`config.mk`:
```
export PLATFORM = sky130hd
export DESIGN_NAME = booth_prod_accum_flat
export DESIGN_NICKNAME = d
export VERILOG_FILES = /design/src/rtl/booth_prod_accum_if.sv /design/src/rtl/booth_prod_accum.sv /design/src/flat_wrapper.sv
export SDC_FILE = /design/constraint.sdc
export NUM_CORES = 1
export LEC_CHECK = 0
export ABC_CLOCK_PERIOD_IN_PS = 5600
export CORE_ASPECT_RATIO = 2
export CORE_MARGIN = 2
export CORE_UTILIZATION = 57
export CTS_CLUSTER_DIAMETER = 30
export DETAILED_ROUTE_END_ITERATION = 7
export GPL_TIMING_DRIVEN = 0
export PLACE_DENSITY = 0.87
export SYNTH_ARGS = -nofsm -noshare
export SYNTH_HDL_FRONTEND = slang
export SYNTH_SLANG_ARGS = --single-unit
export TNS_END_PERCENT = 10
```
`constraint.sdc`:
```
create_clock -name clk -period 5.6 [get_ports clk]
set_clock_uncertainty 0.15 [all_clocks]
set_input_delay 0.56 -clock clk [delete_from_list [all_inputs] [get_ports clk]]
set_output_delay 0.56 -clock clk [all_outputs]
set_load 0.01 [all_outputs]
```
`src/rtl/booth_prod_accum_if.sv`:
```
// Handshake bundle between the Booth multiplier, the accumulator and its consumer.
// slave: accumulator side; master: producer/consumer side (cfg, product in, sum out).
interface booth_prod_accum_if #(
  parameter int N     = 8,
  parameter int CNT_W = 8,
  parameter int ACC_W = 2*N+CNT_W
);
  logic [CNT_W-1:0] cfg_len;
  logic             in_valid;
  logic             in_ready;
  logic [2*N-1:0]   in_prod;
  logic             out_valid;
  logic             out_ready;
  logic [ACC_W-1:0] out_sum;
  logic [CNT_W:0]   out_count;
  logic             out_ovf;

  modport slave (
    input  cfg_len, in_valid, in_prod, out_ready,
    output in_ready, out_valid, out_sum, out_count, out_ovf
  );

  modport master (
    output cfg_len, in_valid, in_prod, out_ready,
    input  in_ready, out_valid, out_sum, out_count, out_ovf
  );
endinterface

```
`src/rtl/booth_prod_accum.sv`:
```
// Accumulates bursts of cfg_len Booth products into one wide sum (MAC accumulate half).
// Ports: clk, rst (async high), bus (slave: cfg/in/out handshakes), busy.
// Option: define BOOTH_ACC_SAT_EN for a saturating add with sticky out_ovf.
module booth_prod_accum #(
  parameter int N     = 8,
  parameter int CNT_W = 8,
  parameter int ACC_W = 2*N+CNT_W
) (
  input  logic clk,
  input  logic rst,
  booth_prod_accum_if.slave bus,
  output logic busy
);

  localparam logic [1:0] S_IDLE  = 2'd0;
  localparam logic [1:0] S_ACCUM = 2'd1;
  localparam logic [1:0] S_HOLD  = 2'd2;

  localparam logic [CNT_W:0] ONE  = {{CNT_W{1'b0}}, 1'b1};
  localparam logic [CNT_W:0] FULL = {1'b1, {CNT_W{1'b0}}};

  logic [1:0]       state;
  logic [ACC_W-1:0] acc;
  logic [ACC_W-1:0] ext;
  logic [ACC_W-1:0] nxt;
  logic [CNT_W:0]   cnt;
  logic [CNT_W:0]   len;
  logic [CNT_W:0]   eff_len;
  logic [CNT_W:0]   cnt_inc;
  logic             take;

  assign bus.in_ready = ~rst & (state != S_HOLD);
  assign take         = bus.in_valid & bus.in_ready;
  assign ext          = ACC_W'(bus.in_prod);
  assign cnt_inc      = cnt + ONE;
  assign eff_len      = (bus.cfg_len == '0) ? FULL
                                            : {1'b0, bus.cfg_len};

`ifdef BOOTH_ACC_SAT_EN
  logic [ACC_W:0] sum;
  logic           ovf;
  logic           nxt_ovf;

  assign sum     = {1'b0, acc} + {1'b0, ext};
  assign nxt_ovf = ovf | sum[ACC_W];
  // once clamped, stay at all-ones for the rest of the burst
  assign nxt     = nxt_ovf ? '1 : sum[ACC_W-1:0];
  assign bus.out_ovf = ovf & (state == S_HOLD);

  always_ff @(posedge clk or posedge rst) begin
    if (rst) begin
      ovf <= 1'b0;
    end else if (state == S_HOLD && bus.out_ready) begin
      ovf <= 1'b0;
    end else if (state == S_ACCUM && take) begin
      ovf <= nxt_ovf;
    end
  end
`else
  assign nxt         = acc + ext;
  assign bus.out_ovf = 1'b0;
`endif

  always_ff @(posedge clk or posedge rst) begin
    if (rst) begin
      state <= S_IDLE;
      acc   <= '0;
      cnt   <= '0;
      len   <= '0;
    end else begin
      unique case (1'b1)
        (state == S_IDLE): begin
          if (take) begin
            len   <= eff_len;
            acc   <= ext;
            cnt   <= ONE;
            state <= (eff_len == ONE) ? S_HOLD
                                      : S_ACCUM;
          end
        end
        (state == S_ACCUM): begin
          if (take) begin
            acc <= nxt;
            cnt <= cnt_inc;
            if (cnt_inc == len) state <= S_HOLD;
          end
        end
        (state == S_HOLD): begin
          if (bus.out_ready) begin
            state <= S_IDLE;
            acc   <= '0;
            cnt   <= '0;
          end
        end
        default: state <= S_IDLE;
      endcase
    end
  end

  assign bus.out_valid = (state == S_HOLD);
  assign bus.out_sum   = acc;
  assign bus.out_count = cnt;
  assign busy          = (state != S_IDLE);

endmodule

```
`src/flat_wrapper.sv`:
```
// flat-port wrapper written by rule: the top's interface ports become plain ports
module booth_prod_accum_flat 
#(
  parameter int N     = 8,
  parameter int CNT_W = 8,
  parameter int ACC_W = 2*N+CNT_W
)
  (clk, rst, busy, bus_cfg_len, bus_in_valid, bus_in_prod, bus_out_ready, bus_in_ready, bus_out_valid, bus_out_sum, bus_out_count, bus_out_ovf);
  booth_prod_accum_if #(.N(N), .CNT_W(CNT_W), .ACC_W(ACC_W)) bus_i ();
  input  logic clk;
  input  logic rst;
  output logic busy;
  input wire logic [$bits(bus_i.cfg_len)-1:0] bus_cfg_len;
  input wire logic [$bits(bus_i.in_valid)-1:0] bus_in_valid;
  input wire logic [$bits(bus_i.in_prod)-1:0] bus_in_prod;
  input wire logic [$bits(bus_i.out_ready)-1:0] bus_out_ready;
  output wire logic [$bits(bus_i.in_ready)-1:0] bus_in_ready;
  output wire logic [$bits(bus_i.out_valid)-1:0] bus_out_valid;
  output wire logic [$bits(bus_i.out_sum)-1:0] bus_out_sum;
  output wire logic [$bits(bus_i.out_count)-1:0] bus_out_count;
  output wire logic [$bits(bus_i.out_ovf)-1:0] bus_out_ovf;
  assign bus_i.cfg_len = bus_cfg_len;
  assign bus_i.in_valid = bus_in_valid;
  assign bus_i.in_prod = bus_in_prod;
  assign bus_i.out_ready = bus_out_ready;
  assign bus_in_ready = bus_i.in_ready;
  assign bus_out_valid = bus_i.out_valid;
  assign bus_out_sum = bus_i.out_sum;
  assign bus_out_count = bus_i.out_count;
  assign bus_out_ovf = bus_i.out_ovf;
  booth_prod_accum #(.N(N), .CNT_W(CNT_W), .ACC_W(ACC_W)) u_core (.clk(clk), .rst(rst), .bus(bus_i), .busy(busy));
endmodule
```
---- Word-level counts from Yosys, hierarchy flattened ----
Cells that the tools add are included.
cells by class
  add/sub/neg operators ................... 2
  eq/ne operators ......................... 9
  multiplexer cells ....................... 15
  bitwise gates (word level) .............. 3
  reductions and logical operators ........ 7
operators by type and width
  cell                                                    count
  two-way mux 24 bit                                      3
  one-hot mux 24 bit (3 select lines)                     1
  two-way mux 9 bit                                       4
  one-hot mux 9 bit (3 select lines)                      1
  adder 24 x 16 -> 24 bit                                 1
  two-way mux 2 bit                                       5
  adder 9 x 1 -> 9 bit (second input constant)            1
  == test 9 x 1 -> 1 bit (second input constant)          1
  == test 9 bit                                           1
  zero test 8 bit                                         1
  AND reduction 4 bit                                     2
  inequality test 2 bit (second input constant)           3
  one-hot mux 2 bit (3 select lines)                      1
  inequality test 2 x 1 -> 1 bit (second input constant)  2
  nonzero test 3 bit                                      1
  AND 1 bit                                               2
  == test 2 x 1 -> 1 bit (second input constant)          1
  == test 2 bit (second input constant)                   1
  zero test 2 bit                                         1
  AND reduction 2 bit                                     1
  nonzero test 2 bit                                      1
  NOT 1 bit                                               1
storage, ports and cells
  register bits after elaboration ......... 44
  output and inout bits ................... 37

---- Depth between registers and ports, before layout ----
Gate-level depths: netlist (run 1).
  depth in word-level cells ............... 6
  mapped depth ............................ 10
  depth with buffers taken out ............ 10

---- Least setup slack after synthesis (run 1) ----
Ideal clock, no wire load.
  kind .................................... input to register
  from .................................... in bus_in_prod[0]
  to ...................................... reg u_core.acc[18] (netlist: u_core.bus.out_sum[18])
  setup time .............................. 0.069 ns
  arrival time ............................ 2.599 ns
  path slack .............................. 2.782 ns
  cell stages on the path ................. 10
  path buffers ............................ 0
  path through ............................ ha_1 inv_1 fa_1 nand2b_1 a21o_1 a31o_2 a31oi_1 a31oi_1 or4_1 nand3_1
on the way
  word-level cells in the longest chain between the ends .. 3
ends and longest elaborated chain
  element                              line                    text
  start, declared                      flat_wrapper.sv:15      input wire logic [$bits(bus_i.in_prod)-1:0] bus_in_prod;
  adder 24 x 16 -> 24 bit              booth_prod_accum.sv:60  assign nxt = acc + ext;
  two-way mux 24 bit                   booth_prod_accum.sv:82  if (take) begin
  one-hot mux 24 bit (3 select lines)  booth_prod_accum.sv:71  unique case (1'b1)
  end signal, assigned                 booth_prod_accum.sv:75  acc <= ext;
  end signal, assigned                 booth_prod_accum.sv:83  acc <= nxt;
  end, declared                        booth_prod_accum.sv:23  logic [ACC_W-1:0] acc;
No other way between the ends. The select of a mux whose other input is x is not followed.
A chain may end at the register's enable or synchronous reset.

---- Final worst setup path (run 1) ----
Ends and elaborated chain as after synthesis.

==> run summary, run 1 <==
I/O Buffers -> 63
Final Cycle Share -> 0.5931
Syn_nets -> 431
Setup ws final -> 2.279 ns
Drt total wl -> 9420 um
Clock tree sinks -> 44
Initial antenna violation count -> 0
Min Tclk post-route -> 3.321 ns
Post-CTS setup buffers -> 0
Max-cap violations -> 0
Crit path max fanout -> 4
Fraction of registers with async set/reset -> 1.000
CTS tree -> done
Leak -> 1.820 nW
Worst slack, placed -> 2.040 ns
Antenna diodes -> 0
Synth Cell Area -> 0.003292 sq mm
Fmax -> 301.1 MHz
Rel. slew slack -> 0.5652
Register area share after synthesis -> 0.3345
Final hold vios -> 0
#FFs+latches synth -> 44
Overall power -> 2.171 mW
Clock transition at the registers of the reported paths -> 0.06 ns
Largest net degree at the start of global routing -> 35
CP Data Required Time -> 5.68 ns
Vias -> 3273
Die X -> 57.74 um
Syn_area_per_cell -> 8.640 sq um
DP HPWL -> 6999 um
Root Buffer -> clkbuf_16
Finished Core Util -> 0.7354
Min-delay worst type -> register to register
DR vias/cell -> 6.368
Synthesized instance count -> 381
Slew @ Worst Pin -> 0.6462 ns
CTS max path bufs -> 2
Internal power -> 1.169 mW
Clk_lat worst skew -> 0.29 ns
Unique masters post-synth -> 60
Core Box Area -> 0.005660 sq mm
Placer congestion estimate -> 0.9351
Vias in the first global route -> 3286
Fill cell count -> 449
CTS H-tree depth -> 2
Commonest register cell after synthesis -> dfrtp_1
First-pass GRT wire length -> 15080 um
Logic gate share of total power -> 0.620
Critical path endpoint category -> register
Net Sw Frac -> 0.4613
Placement row count -> 39
Initial Util -> 0.5816
Most frequent cells in the layout -> clkdlybuf4s50_1 (63), dfrtp_1 (44), nor2_1 (36), nand2_1 (36), o21ai_0 (33)
Sequential Power Share -> 0.244
Power per Cell Area -> 521.4 mW/mm^2
Clock Power Share -> 0.136
RSZ-0062 raised after global routing -> false
Startpoint types -> input port
Synth warn -> 0
Net Switching -> 1.001 mW
Final ANT Viol Nets -> 0
Clock buffer count from CTS -> 5
Die area -> 0.006436 sq mm
Worst VDD drop -> 417.1 uV
CP arrival -> 3.40 ns
# DRC -> 0
Status -> finished clean
Total gr overflow -> 0
CTS Hold Bufs -> 0
Share of cells above drive strength 1 -> 0.07947
Drt first pass iters -> 5
# nets final -> 502
Routed wire per std cell -> 18.33 um
Worst hold slack -> 0.3851 ns
Final Max Tran Viols -> 0
GRT Util Overall -> 0.3018
Critical path type -> input port to register
Iteration-0 DRC Markers -> 145
# setup viols final -> 0
Commonest non-fill, non-tap cell in the layout -> clkdlybuf4s50_1
Resized Gates After CTS -> 0
Setup_tns -> 0 ns
Layout area overhead -> 26.45%
Die height -> 111.5 um
Post-synth EDFFs -> 0
Total I/O pin count -> 65
-- metrics by stage --
step	instances	instance area [sq um]
after floorplan	381	3292
after global placement	505	3999
after detailed placement	506	4019
after CTS	514	4163
after global routing	514	4163
final	514	4163
-- power groups by stage --
| stage | clock (mW) | sequential [mW] | combinational (mW) |
|---|---|---|---|
| final | 0.295 | 0.530 | 1.34 |
| after global routing | 0.311 | 0.542 | 1.47 |
| after CTS | 0.298 | 0.528 | 1.33 |
| after detailed placement | 0 | 0.533 | 1.31 |
| after global placement | 0 | 0.526 | 1.27 |
| after floorplan | 0 | 0.540 | 0.871 |
-- worst max-delay path, cell delays in order --
cell and delay [ns]:
clkdlybuf4s50_1 0.49, ha_1 0.18, inv_1 0.06, fa_1 0.37, nand2b_1 0.18, a21o_1 0.20, a31o_2 0.27, a31oi_1 0.26
a31oi_1 0.22, or4_1 0.50, nand3_1 0.09
-- cells in the mapped netlist (3+ instances only) --
| library cell | count | area (sq um) |
|---|---|---|
| o21a_1 | 4 | 30.03 |
| o31ai_1 | 7 | 52.55 |
| a31o_2 | 3 | 26.28 |
| xnor2_1 | 13 | 113.9 |
| nand4_1 | 3 | 18.77 |
| clkbuf_1 | 9 | 33.78 |
| a21o_1 | 5 | 37.54 |
| or4_1 | 4 | 30.03 |
| and2_1 | 3 | 18.77 |
| a31oi_1 | 8 | 50.05 |
| nand3_1 | 18 | 90.09 |
| mux2i_1 | 3 | 30.03 |
| o211ai_1 | 3 | 22.52 |
| ha_1 | 21 | 262.8 |
| o21ai_0 | 33 | 165.2 |
| mux2_2 | 10 | 112.6 |
| xor2_1 | 9 | 78.83 |
| nand2_1 | 36 | 135.1 |
| and3_1 | 11 | 68.82 |
| nor2_1 | 36 | 135.1 |
| inv_1 | 15 | 56.30 |
| a221oi_1 | 6 | 52.55 |
| dfrtp_1 | 44 | 1101 |
| a21oi_1 | 26 | 130.1 |
-- flip-flops by register name, summed over array words and instances, names as in the netlist --
name / cells
u_core.bus.out_count: 9
u_core.bus.out_sum: 24
u_core.len: 9
u_core.state: 2
-- worst paths after layout --
kind                                             from                endpoint  slack, ns  depth (start not counted)
min in group asynchronous                         rst   u_core.bus.out_sum[2]       0.41                          2
max in group asynchronous                         rst           u_core.len[2]       4.43                          3
worst min-delay path            u_core.bus.out_sum[8]   u_core.bus.out_sum[8]       0.39                          2
worst max register to register  u_core.bus.out_sum[0]  u_core.bus.out_sum[18]       2.65                         10
worst min register to register  u_core.bus.out_sum[8]   u_core.bus.out_sum[8]       0.39                          2
worst max-delay path                   bus_in_prod[0]  u_core.bus.out_sum[18]       2.28                         11
-- cells by family (layout without fill, tap and decap cells) --
| logic type | Yosys count | count (layout) | synth area share |
|---|---|---|---|
| fa+ha+maj | 22 | 22 | 0.08590 |
| buf+inv | 32 | 104 | 0.04788 |
| simple gates | 129 | 129 | 0.1885 |
| mux | 13 | 13 | 0.04333 |
| xor+xnor | 22 | 22 | 0.05853 |
| flops | 44 | 44 | 0.3345 |
| other cells | 1 | 1 | 0.001139 |
| compound gates | 118 | 118 | 0.2402 |
-- cell type report --
type                            count  area [sq um]  share of cell area
Timing Repair Buffer               64         650.6              0.1563
Inverter                           15         56.30             0.01353
Multi-Input combinational cell    305          2033              0.4884
Clock buffer                        5         125.1             0.03006
Tap cell                           61         76.32             0.01833
Clock inverter                      3         18.77            0.004509
Sequential cell                    44          1101              0.2645
Buffer                             17         101.3             0.02435
-- routing by layer --
| layer | vias up | share of wire | global-route usage |
|---|---|---|---|
| li1 | 1543 | - | - |
| met1 | 1570 | 0.34 | 0.3041 |
| met2 | 122 | 0.56 | 0.5523 |
| met3 | 38 | 0.045 | 0.04530 |
| met4 | 0 | 0.052 | 0.1829 |
| met5 | - | 0 | 0 |
No activity file was read; power rests on OpenSTA's default activity.
==> run 2, diff against run 1 <==
Settings changed: ABC_CLOCK_PERIOD_IN_PS 5600 to 3200, CORE_UTILIZATION 57 to 53, PLACE_DENSITY 0.87 to 0.82.
Clock period 5.6 ns to 3.2 ns, I/O delays scaled along.
==> run 2 against run 1 <==
Effect of this change: first-iteration DRC count grew 46%; largest power group unchanged; register-to-register slack lost 2.4 ns; cell count grew 0.39%; combinational power grew 78%; clock power grew 110%; cell area grew 1.0%; utilization shrank 3.5 points; critical path depth is the same; die area grew 7.1%.
==> run summary, run 2 (same netlist as run 1, synthesis figures left out) <==
Status -> finished clean (unchanged)
CTS tree -> done (unchanged)
Setup_tns -> 0 ns (unchanged)
# setup viols final -> 0 (unchanged)
Power per Cell Area -> 929.6 mW/mm^2 (was 521.4 mW/mm^2)
DP HPWL -> 7242 um (was 6999 um)
Commonest non-fill, non-tap cell in the layout -> clkdlybuf4s50_1 (unchanged)
Critical path origin -> bus_in_prod[0] (unchanged)
Core Box Area -> 0.006006 sq mm (was 0.005660 sq mm)
Vias -> 3277 (was 3273)
Min Tclk post-route -> 2.964 ns
Routed wire per std cell -> 18.66 um (was 18.33 um)
Worst VDD drop -> 580.2 uV (was 417.1 uV)
Total gr overflow -> 0 (unchanged)
Clock Power Share -> 0.156 (was 0.136)
Initial antenna violation count -> 0 (unchanged)
Share of cells above drive strength 1 -> 0.08389 (was 0.07947)
Clock buffer count from CTS -> 5 (unchanged)
Net Sw Frac -> 0.4536 (was 0.4613)
Fill cell count -> 504 (was 449)
CP arrival -> 3.05 ns (was 3.40 ns)
CP top delay family -> compound AO/OA/AOI/OAI gates (unchanged)
Setup ws final -> 0.2363 ns (was 2.279 ns)
Critical path capture point -> u_core.bus.out_sum[18] (unchanged)
Initial Util -> 0.5481 (was 0.5816)
CP Depth -> 11 (unchanged)
DP Area -> 0.004021 sq mm (was 0.004019 sq mm)
Rel. slew slack -> 0.6043 (was 0.5652)
Placer congestion estimate -> 0.8960 (was 0.9351)
# DRC -> 0 (unchanged)
Placement row count -> 40 (was 39)
Post-route insts no fill -> 516 (was 514)
RSZ-0062 raised after global routing -> false (unchanged)
GRT Util Overall -> 0.2907 (was 0.3018)
Min-delay worst type -> input port to asynchronous set/reset pin (was register to register)
Slowest cell on crit path -> clkdlybuf4s50_1 (was or4_1)
Buf/Inv on CP -> 2 (unchanged)
Most frequent cells in the layout -> clkdlybuf4s50_1 (63), dfrtp_1 (44), nor2_1 (36), nand2_1 (36), o21ai_0 (33) (unchanged)
Critical path endpoint category -> register (unchanged)
Drt total wl -> 9631 um (was 9420 um)
Iteration-0 DRC Markers -> 212 (was 145)
Drt first pass iters -> 5 (unchanged)
Clock transition at the registers of the reported paths -> 0.07 ns (was 0.06 ns)
Total I/O pin count -> 65 (unchanged)
Met2 Use GR -> 0.5341 (was 0.5523)
Worst slack, placed -> -0.1512 ns (was 2.040 ns)
Net Switching -> 1.773 mW (was 1.001 mW)
Slowest stage delay, CP -> 0.49 ns (was 0.50 ns)
Worst r2r src -> u_core.state[0] (was u_core.bus.out_sum[0])
Crit path max fanout -> 4 (unchanged)
Internal power -> 2.136 mW (was 1.169 mW)
Dpl cells -> 508 (was 506)
Final hold vios -> 0 (unchanged)
Antenna diodes -> 0 (unchanged)
Logic gate share of total power -> 0.608 (was 0.620)
Final Max Tran Viols -> 0 (unchanged)
Vias in the first global route -> 3382 (was 3286)
# nets final -> 502 (unchanged)
Post-Layout Inst Area -> 0.004205 sq mm (was 0.004163 sq mm)
Die height -> 115.5 um (was 111.5 um)
Die X -> 59.73 um (was 57.74 um)
Largest register FFs -> 24 (unchanged)
DR vias/cell -> 6.351 (was 6.368)
Max-cap violations -> 0 (unchanged)
CTS H-tree depth -> 2 (unchanged)
Root Buffer -> clkbuf_16 (unchanged)
Final ANT Viol Nets -> 0 (unchanged)
Slew @ Worst Pin -> 0.5881 ns (was 0.6462 ns)
I/O Buffers -> 63 (unchanged)
Final Cycle Share -> 0.9262
Largest net degree at the start of global routing -> 39 (was 35)
Startpoint types -> input port (unchanged)
Clock tree sinks -> 44 (unchanged)
Met1 usage -> 0.2905 (was 0.3041)
Fmax -> 337.4 MHz
Most frequent CP cell -> a31oi_2 (was a31oi_1)
Gr busiest metal -> met2 (unchanged)
Worst hold slack -> 0.1164 ns (was 0.3851 ns)
Clk_lat worst skew -> 0.30 ns (was 0.29 ns)
Layout area overhead -> 27.75% (was 26.45%)
Critical path type -> input port to register (unchanged)
First-pass GRT wire length -> 15360 um (was 15080 um)
Sequential Power Share -> 0.236 (was 0.244)
Leak -> 1.828 nW (was 1.820 nW)
Met3 GRT Util -> 0.04018 (was 0.04530)
CTS max path bufs -> 2 (unchanged)
CP cell instances -> clkdlybuf4s50_1 > ha_1 > inv_1 > fa_1 > nand2b_1 > a21o_1 > a31o_2 > a31oi_2 > a31oi_2 > or4_1 > nand3_1 (was clkdlybuf4s50_1 > ha_1 > inv_1 > fa_1 > nand2b_1 > a21o_1 > a31o_2 > a31oi_1 > a31oi_1 > or4_1 > nand3_1)
Reg-to-Reg End -> u_core.bus.out_sum[0] (was u_core.bus.out_sum[18])
Worst R2R Setup Slack -> 0.26 ns (was 2.65 ns)
Die area -> 0.006896 sq mm (was 0.006436 sq mm)
CP Data Required Time -> 3.28 ns (was 5.68 ns)
Worst reg-to-reg path cell count -> 9 (was 10)
==> run 2: what timing repair did <==
action	4_1_cts	5_1_grt
endpoints found under the setup margin	0	1
gates resized for setup	0	2
setup buffers	0	0
hold buffers	0	0
==> run 2: final cells by class <==
class                      instances  area, sq um  area share
buffer                            17        101.3     0.02410
clock buffer                       5        125.1     0.02975
clock inverter                     3        46.29     0.01101
inverter                          15        56.30     0.01339
multi-input combinational        305         2046      0.4865
sequential                        44         1101      0.2618
tap                               63        78.83     0.01874
timing repair buffer              64        650.6      0.1547
==> run 2: how the worst min path moves through the flow <==
stage,end,cells past startpoint,startpoint
floorplan,u_core.len[8],1,bus_cfg_len[0]
global placement,u_core.bus.out_sum[11],2,u_core.bus.out_sum[11]
detailed placement,u_core.bus.out_sum[11],2,u_core.bus.out_sum[11]
CTS,u_core.len[8],2,rst
global route,u_core.len[8],2,rst
finish,u_core.len[0],2,rst
==> run 2: routing by layer <==
metal	wire (um)	part of all wire
met3	442	0.046
met4	447	0.046
met5	0	0
met2	5368	0.56
met1	3374	0.35
==> run 2: power groups by stage <==
stage,combinational [mW],sequential [mW],clock (mW)
global route,2.59,0.947,0.641
global placement,2.27,0.919,0
floorplan,1.52,0.945,0
CTS,2.34,0.921,0.613
detailed placement,2.32,0.929,0
finish,2.38,0.922,0.609
==> run 2: stage by stage <==
step / power [mW] / util
3_5_place_dp: 3.246 / 0.6696
5_1_grt: 4.173 / 0.7002
3_3_place_gp: 3.186 / 0.6663
4_1_cts: 3.872 / 0.6981
6_report: 3.909 / 0.7002
2_1_floorplan: 2.469 / -
==> run 3, diff against run 2 <==
--- a/constraint.sdc
+++ b/constraint.sdc
@@ -4,2 +4,2 @@
 set_output_delay 0.32 -clock clk [all_outputs]
-set_load 0.01 [all_outputs]
+set_load 0.02 [all_outputs]
==> results of run 3 <==
Same layout as run 2 (identical final DEF). Status: finished clean.
Main changes from that run: total power 3.909 mW -> 4.007 mW; worst IR drop on VDD 580.2 uV -> 603.2 uV
